==> src/rtl/alu_seq_if.sv <==
// Request, ALU and completion signals shared between the sequencer and its environment.
interface alu_seq_if;
    localparam int unsigned DW = 16;
    localparam int unsigned OW = 4;

    logic          req;
    logic          abort;
    logic [OW-1:0] op;
    logic [DW-1:0] a;
    logic [DW-1:0] b;
    logic [DW-1:0] alu_a;
    logic [DW-1:0] alu_b;
    logic [OW-1:0] alu_op;
    logic [DW-1:0] alu_res;
    logic          busy;
    logic          done;
    logic [DW-1:0] result;
    logic [1:0]    err;

    modport master (
        output req, abort, op, a, b, alu_res,
        input  alu_a, alu_b, alu_op, busy, done, result, err
    );

    modport slave (
        input  req, abort, op, a, b, alu_res,
        output alu_a, alu_b, alu_op, busy, done, result, err
    );
endinterface

==> src/rtl/alu_sequencer.sv <==
// Sequences one ALU operation at a time: latches operands, waits ALU_LAT edges,
// captures the result with error classification, and strobes done for one cycle.
module alu_sequencer #(
    parameter int unsigned ALU_LAT = 2
) (
    input  logic       clk,
    input  logic       rst,
    alu_seq_if.slave   bus
);
    localparam int unsigned DW = 16;
    localparam int unsigned OW = 4;
    localparam int unsigned CW = 4;

    localparam logic [OW-1:0] OP_PLUS  = 4'b1100;
    localparam logic [OW-1:0] OP_MINUS = 4'b1101;
    localparam logic [OW-1:0] OP_DIV   = 4'b1111;

    localparam logic [1:0] ERR_OK   = 2'b00;
    localparam logic [1:0] ERR_DIV0 = 2'b01;
    localparam logic [1:0] ERR_ILL  = 2'b10;
    localparam logic [1:0] ERR_OVF  = 2'b11;

    typedef enum logic [1:0] {
        S_IDLE = 2'd0,
        S_WAIT = 2'd1,
        S_DONE = 2'd2
    } state_t;

    state_t        state_q, state_d;
    logic [CW-1:0] cnt_q, cnt_d;
    logic [DW-1:0] a_q, a_d;
    logic [DW-1:0] b_q, b_d;
    logic [OW-1:0] op_q, op_d;
    logic [DW-1:0] result_q, result_d;
    logic [1:0]    err_q, err_d;
    logic          busy_q, busy_d;
    logic          done_q, done_d;

    always_ff @(posedge clk or posedge rst) begin
        if (rst) begin
            state_q  <= S_IDLE;
            cnt_q    <= '0;
            a_q      <= '0;
            b_q      <= '0;
            op_q     <= '0;
            result_q <= '0;
            err_q    <= ERR_OK;
            busy_q   <= 1'b0;
            done_q   <= 1'b0;
        end else begin
            state_q  <= state_d;
            cnt_q    <= cnt_d;
            a_q      <= a_d;
            b_q      <= b_d;
            op_q     <= op_d;
            result_q <= result_d;
            err_q    <= err_d;
            busy_q   <= busy_d;
            done_q   <= done_d;
        end
    end

    always_comb begin
        state_d  = state_q;
        cnt_d    = cnt_q;
        a_d      = a_q;
        b_d      = b_q;
        op_d     = op_q;
        result_d = result_q;
        err_d    = err_q;

        case (state_q)
            S_IDLE: begin
                // abort has priority over a simultaneous request
                if (bus.req && !bus.abort) begin
                    a_d  = bus.a;
                    b_d  = bus.b;
                    op_d = bus.op;
                    if (bus.op < OP_PLUS) begin
                        state_d  = S_DONE;
                        result_d = '0;
                        err_d    = ERR_ILL;
                    end else if (bus.op == OP_DIV && bus.b == '0) begin
                        state_d  = S_DONE;
                        result_d = '0;
                        err_d    = ERR_DIV0;
                    end else begin
                        state_d = S_WAIT;
                        cnt_d   = CW'(ALU_LAT - 1);
                    end
                end
            end
            S_WAIT: begin
                if (bus.abort) begin
                    state_d = S_IDLE;
                    cnt_d   = '0;
                end else if (cnt_q != '0) begin
                    cnt_d = cnt_q - CW'(1);
                end else begin
                    state_d  = S_DONE;
                    result_d = bus.alu_res;
                    if (op_q == OP_PLUS && bus.alu_res < a_q) begin
                        err_d = ERR_OVF;
                    end else if (op_q == OP_MINUS && b_q > a_q) begin
                        err_d = ERR_OVF;
                    end else begin
                        err_d = ERR_OK;
                    end
                end
            end
            S_DONE: begin
                state_d = S_IDLE;
            end
            default: begin
                state_d = S_IDLE;
                cnt_d   = '0;
            end
        endcase

        busy_d = (state_d != S_IDLE);
        done_d = (state_d == S_DONE);
    end

    assign bus.alu_a  = a_q;
    assign bus.alu_b  = b_q;
    assign bus.alu_op = op_q;
    assign bus.busy   = busy_q;
    assign bus.done   = done_q;
    assign bus.result = result_q;
    assign bus.err    = err_q;
endmodule

==> src/flat_wrapper.sv <==
// flat-port wrapper written by rule: the top's interface ports become plain ports
module alu_sequencer_flat 
#(
    parameter int unsigned ALU_LAT = 2
)
  (clk, rst, bus_req, bus_abort, bus_op, bus_a, bus_b, bus_alu_res, bus_alu_a, bus_alu_b, bus_alu_op, bus_busy, bus_done, bus_result, bus_err);
  alu_seq_if bus_i ();
  input  logic clk;
  input  logic rst;
  input wire logic [$bits(bus_i.req)-1:0] bus_req;
  input wire logic [$bits(bus_i.abort)-1:0] bus_abort;
  input wire logic [$bits(bus_i.op)-1:0] bus_op;
  input wire logic [$bits(bus_i.a)-1:0] bus_a;
  input wire logic [$bits(bus_i.b)-1:0] bus_b;
  input wire logic [$bits(bus_i.alu_res)-1:0] bus_alu_res;
  output wire logic [$bits(bus_i.alu_a)-1:0] bus_alu_a;
  output wire logic [$bits(bus_i.alu_b)-1:0] bus_alu_b;
  output wire logic [$bits(bus_i.alu_op)-1:0] bus_alu_op;
  output wire logic [$bits(bus_i.busy)-1:0] bus_busy;
  output wire logic [$bits(bus_i.done)-1:0] bus_done;
  output wire logic [$bits(bus_i.result)-1:0] bus_result;
  output wire logic [$bits(bus_i.err)-1:0] bus_err;
  assign bus_i.req = bus_req;
  assign bus_i.abort = bus_abort;
  assign bus_i.op = bus_op;
  assign bus_i.a = bus_a;
  assign bus_i.b = bus_b;
  assign bus_i.alu_res = bus_alu_res;
  assign bus_alu_a = bus_i.alu_a;
  assign bus_alu_b = bus_i.alu_b;
  assign bus_alu_op = bus_i.alu_op;
  assign bus_busy = bus_i.busy;
  assign bus_done = bus_i.done;
  assign bus_result = bus_i.result;
  assign bus_err = bus_i.err;
  alu_sequencer #(.ALU_LAT(ALU_LAT)) u_core (.clk(clk), .rst(rst), .bus(bus_i));
endmodule
==> config.mk <==
export PLATFORM = sky130hd
export DESIGN_NAME = alu_sequencer_flat
export DESIGN_NICKNAME = d
export VERILOG_FILES = /design/src/rtl/alu_seq_if.sv /design/src/rtl/alu_sequencer.sv /design/src/flat_wrapper.sv
export SDC_FILE = /design/constraint.sdc
export NUM_CORES = 1
export LEC_CHECK = 0
export CORE_AREA = 10 10 91 93
export CTS_BUF_LIST = sky130_fd_sc_hd__clkbuf_2
export DETAILED_ROUTE_END_ITERATION = 16
export DIE_AREA = 0 0 101 103
export PLACE_DENSITY_LB_ADDON = 0.25
export SYNTH_ARGS = -nofsm -noshare
export SYNTH_HDL_FRONTEND = slang
export SYNTH_SLANG_ARGS = --single-unit
==> constraint.sdc <==
create_clock -name clk -period 4.6 [get_ports clk]
set_input_delay 0.92 -clock clk [delete_from_list [all_inputs] [get_ports clk]]
set_output_delay 0.92 -clock clk [all_outputs]
set_load 0.02 [all_outputs]
Yosys cells after proc, flatten, opt, wreduce, memory -nomap -nowiden

Index checks and enable logic that the tools add are counted.
W data, S select, Z words.

Add/subtract/negate cells: 1
Magnitude comparators: 3
Eq/ne operators: 13
Multiplexer cells: 26
Bitwise gates (word level): 1
Reductions and logical operators: 13

Operator list:

| cell                  | number |
|---|---|
| $mux W16              | 5 |
| $pmux W16 S2          | 1 |
| $mux W2               | 12 |
| $mux W4               | 5 |
| $gt A16 B16 Y1        | 1 |
| $logic_not A16 Y1     | 1 |
| $lt A16 B16 Y1        | 1 |
| $eq A4 B4 Y1 const B  | 3 |
| $pmux W4 S3           | 1 |
| $reduce_and A5 Y1     | 2 |
| $ne A2 B2 Y1 const B  | 4 |
| $pmux W2 S2           | 2 |
| $eq A2 B2 Y1 const B  | 2 |
| $logic_and A1 B1 Y1   | 4 |
| $lt A4 B4 Y1 const B  | 1 |
| $reduce_bool A2 Y1    | 2 |
| $reduce_bool A4 Y1    | 1 |
| $sub A4 B1 Y4 const B | 1 |
| $ne A3 B1 Y1 const B  | 1 |
| $ne A3 B2 Y1 const B  | 1 |
| $eq A2 B1 Y1 const B  | 1 |
| $logic_not A2 Y1      | 1 |
| $ne A2 B1 Y1 const B  | 1 |
| $reduce_and A2 Y1     | 1 |
| 2 further kinds       | 2 |

Flip-flop bits (word level): 62
Input bits: 56
Output and inout bits: 56
Logic and storage cells: 66

Longest topological paths before layout

Gate-level depths: netlist of the first run.

Depth in word-level cells: 7
Gate-level depth with buffers: 8
Mapped depth without buffers: 8

Least setup slack after synthesis of the first run

No wires, ideal clock.

Kind: input to register
Start: in bus_alu_res[2]
End: reg u_core.err_q[0], in the netlist u_core.bus.err[0]
Setup time: 0.094 ns
Data arrival time: 2.185 ns
Data required time: 4.506 ns
Slack: 2.322 ns
Stages on the path: 7
Buffers on the path: 0
Cell sequence: ha_1 > a211o_1 > a31oi_1 > o31ai_1 > a211oi_1 > nor4_2 > a221oi_2

Word-level cells in the longest chain between the ends: 6

RTL lines:

| item                 | RTL line             | text |
|---|---|---|
| from (decl)          | flat_wrapper.sv:15   | `input wire logic [$bits(bus_i.alu_res)-1:0] bus_alu_res;` |
| $lt A16 B16 Y1       | alu_sequencer.sv:102 | `if (op_q == OP_PLUS && bus.alu_res < a_q) begin` |
| $logic_and A1 B1 Y1  | alu_sequencer.sv:102 |  |
| $mux W2              | alu_sequencer.sv:102 |  |
| $mux W2              | alu_sequencer.sv:97  | `end else if (cnt_q != '0) begin` |
| $mux W2              | alu_sequencer.sv:94  | `if (bus.abort) begin` |
| $pmux W2 S2          | alu_sequencer.sv:72  | `case (state_q)` |
| to (signal assigned) | alu_sequencer.sv:57  | `err_q <= err_d;` |
| to (decl)            | alu_sequencer.sv:35  | `logic [1:0] err_q, err_d;` |

Every way passes these cells. The select of a mux whose other input is x is not followed.
A chain may end at the register's enable or synchronous reset.

Worst setup path after layout of the first run

Start: reg u_core.op_q[0], in the netlist u_core.bus.alu_op[0]
End: out bus_alu_op[0]

RTL lines:

| item                   | RTL line            | text |
|---|---|---|
| from (decl)            | alu_sequencer.sv:33 | `logic [OW-1:0] op_q, op_d;` |
| from (signal assigned) | alu_sequencer.sv:55 | `op_q <= op_d;` |
| to (decl)              | flat_wrapper.sv:18  | `output wire logic [$bits(bus_i.alu_op)-1:0] bus_alu_op;` |

No word-level cell between the ends.

==> results.sh, run 1 <==
export IMPL_drv_slew=0
export IMPL_status="finished, final reports clean"
export IMPL_peakVddDrop_v=0.000192
export IMPL_synthCells=315
export IMPL_clk_path_buf_depth=2
export IMPL_post_route_drc_count=0
export IMPL_regToRegStartpoint="u_core.state_q[0]"
export IMPL_area_growth_pct=38.0
export IMPL_synth_seq_cells=62
export IMPL_relSlewSlack_pct=20.7
export IMPL_fin_skew_ns=0.0157
export IMPL_cts_setup_buffers=0
export IMPL_final_common_cell="clkdlybuf4s50_1"
export IMPL_fin_setup_tns_ns=0
export IMPL_synth_adder_area_share_pct=12.3
export IMPL_p_leak_uw=0.00196
export IMPL_htree_num_levels=3
export IMPL_hp_start="u_core.bus.result[3]"
export IMPL_routedWlPerCell_um=17.5
export IMPL_die_h_um=103
export IMPL_grt_total_usage_pct=17.9
export IMPL_fin_area_mm2=0.00450
export IMPL_port_buffer_count=111
export IMPL_cellPowerDensity_mw_per_mm2=361
export IMPL_floorplan_die_area_mm2=0.0104
export IMPL_cp_top_family="buffers and inverters"
export IMPL_finalCritPeriodShare_pct=54.9
export IMPL_synth_xor_area_share_pct=0.537
export IMPL_cp_arrival_ns=1.61
export IMPL_fill_cells=536
export IMPL_cap_violations=0
export IMPL_instances_no_fill=514
export IMPL_fin_crit_ns=2.53
export IMPL_ctsHoldBuffers=0
export IMPL_die_x_um=101
export IMPL_crit_type="reg -> out"
export IMPL_coreArea_mm2=0.00657
export IMPL_synth_avg_cell_area_um2=10.3
export IMPL_cts_made_buffers=9
export IMPL_insertion_delay_ns=0.50
export IMPL_postRouteAntennaNets=0
export IMPL_cp_cell_sequence="clkdlybuf4s50_1"
export IMPL_grt_pass1_wl_mm=14.5
export IMPL_synth_cell_types=45
export IMPL_layout_drive_gt1_share_pct=12.0
export IMPL_yosys_warnings=0
export IMPL_setup_viol=0
export IMPL_post_route_util_pct=68.5
export IMPL_ys_seq_area_share_pct=47.6
export IMPL_final_cell_mix="clkdlybuf4s50_1, nand2_1, dfrtp_1"
export IMPL_syn_area_mm2=0.00326
export IMPL_fin_nets=518
export IMPL_routabilityCongestion=0.835
export IMPL_slowest_delay_ns=0.65
export IMPL_synth_mux_area_fraction_pct=7.22
export IMPL_cts_sinks=62
export IMPL_dp_hpwl_mm=7.29
export IMPL_rsz0062_at_grt="no"
export IMPL_routed_wl_mm=9.02
export IMPL_antenna_found_initial=0
export IMPL_path_buf_inv=1
export IMPL_critPathRequiredTime_ns=3.68
export IMPL_max_freq_mhz=396
export IMPL_cpMaxStageDelayCell="clkdlybuf4s50_1"
export IMPL_yosys_area_share_simple_pct=15.1
export IMPL_cts_root_buf="clkbuf_2"
export IMPL_postSynthNetCount=403
export IMPL_vias_per_cell=5.22
export IMPL_cp_max_fo=4
export IMPL_drt_pass1_iterations=4
export IMPL_antenna_cells=0
export IMPL_synth_compound_area_share_pct=12.1
export IMPL_grt_max_degree=42
export IMPL_dp_cells=499
export IMPL_ios=112
export IMPL_crit_path_end_kind="output pin"
export IMPL_cp_start_kind="register"
export IMPL_placed_area_mm2=0.00442
export IMPL_rows=30
export IMPL_worstMarginPinSlew_ns=1.19
export IMPL_via_count=2681
export IMPL_grt_pass1_vias=2905
export IMPL_hold_violations=0
export IMPL_path_clk_slew_ns=0.17
export IMPL_crit_start="u_core.bus.alu_op[0]"
export IMPL_cts_resized=0
export IMPL_cts_tree="built"
export IMPL_synth_top_family_by_area="simple AND/OR/NAND/NOR gates"
export IMPL_initial_core_util_pct=49.6
export IMPL_hold_path_class="reg -> reg"
export IMPL_overflow=0
export IMPL_drt_iter0_drc=104
[state kept, by name, indices dropped and copies added, names as in the netlist]
name,cells
u_core.bus.alu_a,16
u_core.bus.alu_b,16
u_core.bus.alu_op,4
u_core.bus.err,2
u_core.state_q,2
u_core.bus.done,1
u_core.bus.busy,1
u_core.cnt_q,4
u_core.bus.result,16
[layer usage]
layer / up-vias / share of wire (%) / global-route usage [%]
li1: 1332 / - / -
met1: 1274 / 43 / 21.4
met2: 64 / 48 / 29.6
met3: 11 / 6.7 / 5.16
met4: 0 / 1.6 / 7.40
met5: - / 0 / 0
[per-stage QoR]
step,hold slack [ns],power (µW),setup WS (ns)
floorplan,0.506,1070,2.14
global placement,0.461,1350,1.70
detailed placement,0.469,1370,1.69
CTS,0.506,1640,2.05
global route,0.551,1730,2.00
finish,0.502,1630,2.07
[path summary, 6_finish.rpt]
kind	to	slack [ns]	cells after the start
hold / removal	u_core.bus.result[3]	0.50	2
setup / recovery	bus_alu_op[0]	2.07	1
max in group asynchronous	u_core.bus.alu_op[2]	2.99	3
hold reg to reg	u_core.bus.result[3]	0.50	2
setup reg to reg	u_core.cnt_q[1]	2.42	3
min in group asynchronous	u_core.bus.result[5]	0.71	2
[report_power, final]
part	leakage [µW]	internal, µW	switching, µW
Combinational	0.00113	314	341
Clock	0.0000573	66.6	202
Sequential	0.000781	632	69.7
[Yosys cell counts (all sizes together)]
cell type  instances  area [µm²]
a2111o             1        11.3
a2111oi            1        15.0
a211o              1        8.76
a211oi             2        20.0
a21boi             1        11.3
a21o               1        7.51
a21oi             11        55.1
a221oi             2        23.8
a31oi              2        12.5
buf                9        71.3
clkbuf             2        7.51
dfrtp             62        1550
ha                32         400
inv               24        90.1
mux2              20         225
mux2i              1        10.0
nand2             63         236
nand2b             2        12.5
nand3              6        30.0
nand3b             1        7.51
nand4              8        56.3
nand4b             1        8.76
nor2               5        18.8
nor2b              2        12.5
nor3b              1        7.51
nor4               7        56.3
nor4b              1        23.8
o211ai             1        7.51
o21a               1        7.51
o21ai             36         191
o21bai             1        7.51
o22ai              1        6.26
o31ai              1        7.51
or2                1        6.26
or3b               1        8.76
or4                1        7.51
xor2               2        17.5
[final cells by class]
| cell class | instances | area (µm²) | area share [%] |
|---|---|---|---|
| flip-flops and latches | 62 | 1550 | 34.5 |
| multi-input cells | 218 | 1540 | 34.2 |
| repair buffers | 115 | 1140 | 25.4 |
| well taps | 80 | 100 | 2.22 |
| inverters | 24 | 90.1 | 2.00 |
| clock buffers | 10 | 50.0 | 1.11 |
| clock inverters | 5 | 27.5 | 0.612 |
[worst min-delay path: stages (launching register included)]
cell and delay, ns:
dfrtp_1 0.38, nand2_1 0.04, o21ai_0 0.06
[logic make-up after synthesis]
kind of cell    Yosys count
fa+ha+maj                32
buf+inv                  35
xor+xnor                  2
mux                      21
compound gates           63
flops                    62
simple gates            100
Note: power is estimated with default switching activity, not from simulation.
==> inputs of run 2 (changes only) <==
CORE_AREA = 10 10 100 102   (was 10 10 91 93)
DIE_AREA = 0 0 110 112   (was 0 0 101 103)
clock period = 2.3 ns   (was 4.6 ns; I/O delays follow)
==> run 2 against run 1 <==
  * Global-route usage down 2.7 points
  * Wire length up 1.8%
  * Sequential share of layout area shrank 1.0 points
  * Count of clock-buffer cells in the layout unchanged
  * Die area grew 18%
  * Critical path depth up 7
  * Largest cell class unchanged
  * Sequential cell count stayed put
  * Non-clock buffer count is 6 higher
  * Worst setup slack worse by 1.9 ns
==> results.sh, run 2 (synthesis gave the netlist of run 1 again) <==
export IMPL_status="finished, final reports clean"
export IMPL_antenna_cells=0
export IMPL_p_leak_uw=0.00202
export IMPL_area_growth_pct=42.3
export IMPL_drv_slew=0
export IMPL_cts_sinks=62
export IMPL_vias_per_cell=4.97
export IMPL_critPathRequiredTime_ns=2.70
export IMPL_routedWlPerCell_um=16.8
export IMPL_cts_made_buffers=9
export IMPL_grt_pass1_vias=2872
export IMPL_initial_core_util_pct=40.5
export IMPL_die_x_um=110
export IMPL_dp_hpwl_mm=7.50
export IMPL_fill_cells=751
export IMPL_seqCellArea_mm2=0.00155
export IMPL_coreArea_mm2=0.00805
export IMPL_switching_share_pct=36.1
export IMPL_peakVddDrop_v=0.000382
export IMPL_postRouteAntennaNets=0
export IMPL_path_clk_slew_ns=0.19
export IMPL_routabilityCongestion=0.845
export IMPL_rsz0062_at_grt="no"
export IMPL_final_cell_mix="clkdlybuf4s50_1, nand2_1, dfrtp_1"
export IMPL_grt_max_degree=63
export IMPL_drt_iter0_drc=87
export IMPL_insertion_delay_ns=0.47
export IMPL_setup_viol=0
export IMPL_net_switching_power_uw=1220
export IMPL_cts_root_buf="clkbuf_2"
export IMPL_routed_wl_mm=9.18
export IMPL_worstMarginPinSlew_ns=0.345
export IMPL_crit_path_end_kind="register"
export IMPL_antenna_found_initial=0
export IMPL_layout_drive_gt1_share_pct=13.0
export IMPL_cts_setup_buffers=0
export IMPL_cap_violations=0
export IMPL_fin_skew_ns=0.0260
export IMPL_grt_pass1_wl_mm=14.7
export IMPL_port_buffer_count=111
export IMPL_internal_power_uw=2150
export IMPL_grt_total_usage_pct=15.2
export IMPL_comb_power_share_pct=39.3
export IMPL_cp_arrival_ns=2.48
export IMPL_hold_violations=0
export IMPL_finalCritPeriodShare_pct=90.5
export IMPL_cts_tree="built"
export IMPL_via_count=2706
export IMPL_post_place_ws_ns=-0.172
export IMPL_setup_ws_ns=0.219
export IMPL_final_common_cell="clkdlybuf4s50_1"
export IMPL_cp_max_fo=3
export IMPL_crit_type="reg -> reg"
export IMPL_clockPowerShare_pct=19.0
export IMPL_cellPowerDensity_mw_per_mm2=728
export IMPL_htree_num_levels=3
export IMPL_hold_path_class="in -> async"
export IMPL_fin_crit_ns=2.08
export IMPL_post_route_drc_count=0
export IMPL_relSlewSlack_pct=76.9
export IMPL_overflow=0
export IMPL_die_h_um=112
export IMPL_drt_pass1_iterations=4
export IMPL_rows=33
export IMPL_fin_nets=524
export IMPL_cts_resized=0
export IMPL_multiInputGateArea_mm2=0.00154
export IMPL_ctsHoldBuffers=0
export IMPL_floorplan_die_area_mm2=0.0123
export IMPL_ios=112
export IMPL_seqPwrFrac_pct=41.7
export IMPL_post_route_util_pct=57.6
export IMPL_cp_start_kind="register"
export IMPL_clk_path_buf_depth=2
export IMPL_max_freq_mhz=481
[run 2: final timing paths]
kind	from	endpoint	slack, ns	cells after the start
max	u_core.bus.alu_a[2]	u_core.bus.err[0]	0.22	8
min	rst	u_core.bus.result[1]	0.32	3
max reg2reg	u_core.bus.alu_a[2]	u_core.bus.err[0]	0.22	8
min reg2reg	u_core.bus.result[12]	u_core.bus.result[12]	0.50	2
max in group asynchronous	rst	u_core.bus.alu_b[15]	1.66	3
min in group clk	u_core.bus.result[12]	u_core.bus.result[12]	0.50	2
[run 2: cell type report]
type / count / share of cell area, %
Clock inverter: 5 / 1.11
Sequential cell: 62 / 33.5
Multi-Input combinational cell: 218 / 33.2
Clock buffer: 10 / 1.08
Inverter: 24 / 1.94
Tap cell: 105 / 2.83
Timing Repair Buffer: 121 / 26.4
[run 2: power groups by stage]
stage	logic (µW)	clock network, µW	registers, µW
detailed placement	1350	0	1430
global route	1470	705	1440
global placement	1310	0	1420
CTS	1350	657	1410
floorplan	551	0	1580
finish	1330	639	1410
[run 2: worst max-delay path, stage by stage, from the launching register on]
cell and delay (ns):
dfrtp_1 0.43, inv_1 0.12, ha_1 0.26, a211o_1 0.29
a31oi_1 0.17, o31ai_1 0.10, a211oi_1 0.36, nor4_2 0.11
a221oi_2 0.17
[run 2: layer usage]
layer	global-route usage, %	vias up	part of all wire, %
li1	-	1353	-
met1	18.7	1274	42
met5	0	-	0
met2	24.8	68	48
met4	5.38	0	1.5
met3	3.98	11	7.6
[run 2: metrics by stage]
step	instances	setup TNS, ns	total power [µW]	hold slack, ns	area (µm²)
final	545	0	3370	0.322	4640
after global routing	545	0	3610	0.347	4640
after CTS	545	0	3420	0.320	4640
after detailed placement	530	-0.327	2780	0.466	4540
after global placement	530	-0.229	2730	0.460	4540
after floorplan	315	0	2140	0.506	3260
==> inputs of run 3 (changes only) <==
PLACE_DENSITY = 0.76   (was not set)
PLACE_DENSITY_LB_ADDON = not set   (was 0.25)
SKIP_CTS_REPAIR_TIMING = 1   (was not set)
==> run 3 against run 2 <==
  * First-iteration DRC count is 30% higher
  * Sequential power hardly changed
  * Cell count is 0.18% higher
  * Sequential cell count stayed put
  * Combinational power hardly changed
  * Global-route usage is 0.18 points higher
  * Power is 0.40% higher
  * Final area is 0.51% lower
  * Clock power hardly changed
  * Worst setup slack worse by 0.053 ns
  * Via count is 1.2% higher
  * Core utilization is 0.30 points lower
  * Critical path type unchanged
  * Largest cell class unchanged
  * Largest power group unchanged
  * Highest routed layer unchanged
==> results.sh, run 3 (synthesis gave the netlist of run 1 again) <==
export IMPL_grt_pass1_wl_mm=14.9
export IMPL_drt_pass1_iterations=4
export IMPL_final_common_cell="clkdlybuf4s50_1"
export IMPL_vias_per_cell=5.01
export IMPL_instances_no_fill=546
export IMPL_hold_violations=0
export IMPL_die_x_um=110
export IMPL_postRouteAntennaNets=0
export IMPL_clk_path_buf_depth=2
export IMPL_path_clk_slew_ns=0.19
export IMPL_floorplan_die_area_mm2=0.0123
export IMPL_setup_viol=0
export IMPL_cpMaxStageDelayCell="dfrtp_1"
export IMPL_post_route_util_pct=57.3
export IMPL_hold_path_class="in -> async"
export IMPL_setup_ws_ns=0.166
export IMPL_post_route_drc_count=0
export IMPL_drt_iter0_drc=113
export IMPL_p_leak_uw=0.00201
export IMPL_die_h_um=112
export IMPL_cts_sinks=62
export IMPL_drv_slew=0
export IMPL_peakVddDrop_v=0.000369
export IMPL_overflow=0
export IMPL_cellPowerDensity_mw_per_mm2=734
export IMPL_cts_tree="built"
export IMPL_cts_root_buf="clkbuf_2"
export IMPL_cts_made_buffers=9
export IMPL_antenna_found_initial=0
export IMPL_via_count=2738
export IMPL_cp_cell_sequence="inv_1, ha_1, a21oi_1, o21ai_0, a221oi_1, nor4_1, nor4_2, a31oi_1"
export IMPL_fin_crit_ns=2.13
export IMPL_htree_num_levels=3
export IMPL_grt_max_degree=35
export IMPL_area_growth_pct=41.5
export IMPL_fin_nets=524
export IMPL_cap_violations=0
export IMPL_slowest_delay_ns=0.42
export IMPL_routed_wl_mm=9.47
export IMPL_dp_cells=530
export IMPL_rrSetupSlack_ns=0.17
export IMPL_finalCritPeriodShare_pct=92.8
export IMPL_port_buffer_count=111
export IMPL_final_cell_mix="clkdlybuf4s50_1, nand2_1, dfrtp_1"
export IMPL_rows=33
export IMPL_cp_arrival_ns=2.50
export IMPL_cp_max_fo=3
export IMPL_rsz0062_at_grt="no"
export IMPL_grt_pass1_vias=2935
export IMPL_fin_setup_tns_ns=0
export IMPL_initial_core_util_pct=40.5
export IMPL_cp_start_kind="register"
export IMPL_post_place_ws_ns=-0.119
export IMPL_status="finished, final reports clean"
export IMPL_grt_total_usage_pct=15.4
export IMPL_routabilityCongestion=0.892
export IMPL_critPathRequiredTime_ns=2.67
export IMPL_dp_hpwl_mm=7.73
export IMPL_max_freq_mhz=469
export IMPL_antenna_cells=0
export IMPL_worstMarginPinSlew_ns=0.411
export IMPL_coreArea_mm2=0.00805
export IMPL_crit_path_end_kind="register"
export IMPL_crit_type="reg -> reg"
export IMPL_routedWlPerCell_um=17.3
export IMPL_insertion_delay_ns=0.49
export IMPL_ios=112
export IMPL_fin_skew_ns=0.0297
export IMPL_relSlewSlack_pct=72.6
export IMPL_layout_drive_gt1_share_pct=12.9
[run 3: worst paths after layout]
check,start,endpoint,cells after the start
setup / recovery,u_core.bus.alu_a[5],u_core.bus.err[1],8
hold / removal,rst,u_core.bus.result[1],3
setup reg to reg,u_core.bus.alu_a[5],u_core.bus.err[1],8
hold reg to reg,u_core.bus.result[6],u_core.bus.result[6],2
max in group asynchronous,rst,u_core.bus.alu_b[13],3
min in group clk,u_core.bus.result[6],u_core.bus.result[6],2
[run 3: worst max-delay path, delay by kind of cell (launching register included)]
family	cells	cell delay, ns
AO/OA/AOI/OAI	4	0.74
adder cells (fa/ha/maj)	1	0.27
buffers and inverters	1	0.14
flip-flops	1	0.42
AND/OR/NAND/NOR	2	0.47
[run 3: layout make-up]
cell class | count | area [µm²]
inverter | 24 | 90.1
clock buffer | 10 | 50.0
sequential | 62 | 1550
multi-input combinational | 218 | 1540
clock inverter | 6 | 52.6
tap | 105 | 131
fill | 738 | 3440
timing repair buffer | 121 | 1200
[run 3: through the flow]
step | cell area [µm²] | power (µW) | hold WS [ns]
final | 4610 | 3390 | 0.336
after global routing | 4610 | 3610 | 0.358
after CTS | 4610 | 3410 | 0.327
after detailed placement | 4510 | 2780 | 0.464
after global placement | 4510 | 2730 | 0.460
after floorplan | 3260 | 2140 | 0.506
[run 3: where the power goes]
| part | switching, µW | internal, µW |
|---|---|---|
| combinational | 692 | 644 |
| clock | 393 | 244 |
| sequential | 150 | 1260 |
| total | 1240 | 2150 |
[run 3: metal layers]
layer / global-route usage, % / share of wire [%] / wire, µm / up-vias
li1: - / - / - / 1347
met1: 18.0 / 41 / 3920 / 1293
met2: 25.1 / 48 / 4550 / 83
met3: 4.67 / 8.6 / 812 / 15
met4: 6.51 / 1.9 / 180 / 0
met5: 0 / 0 / 0 / -
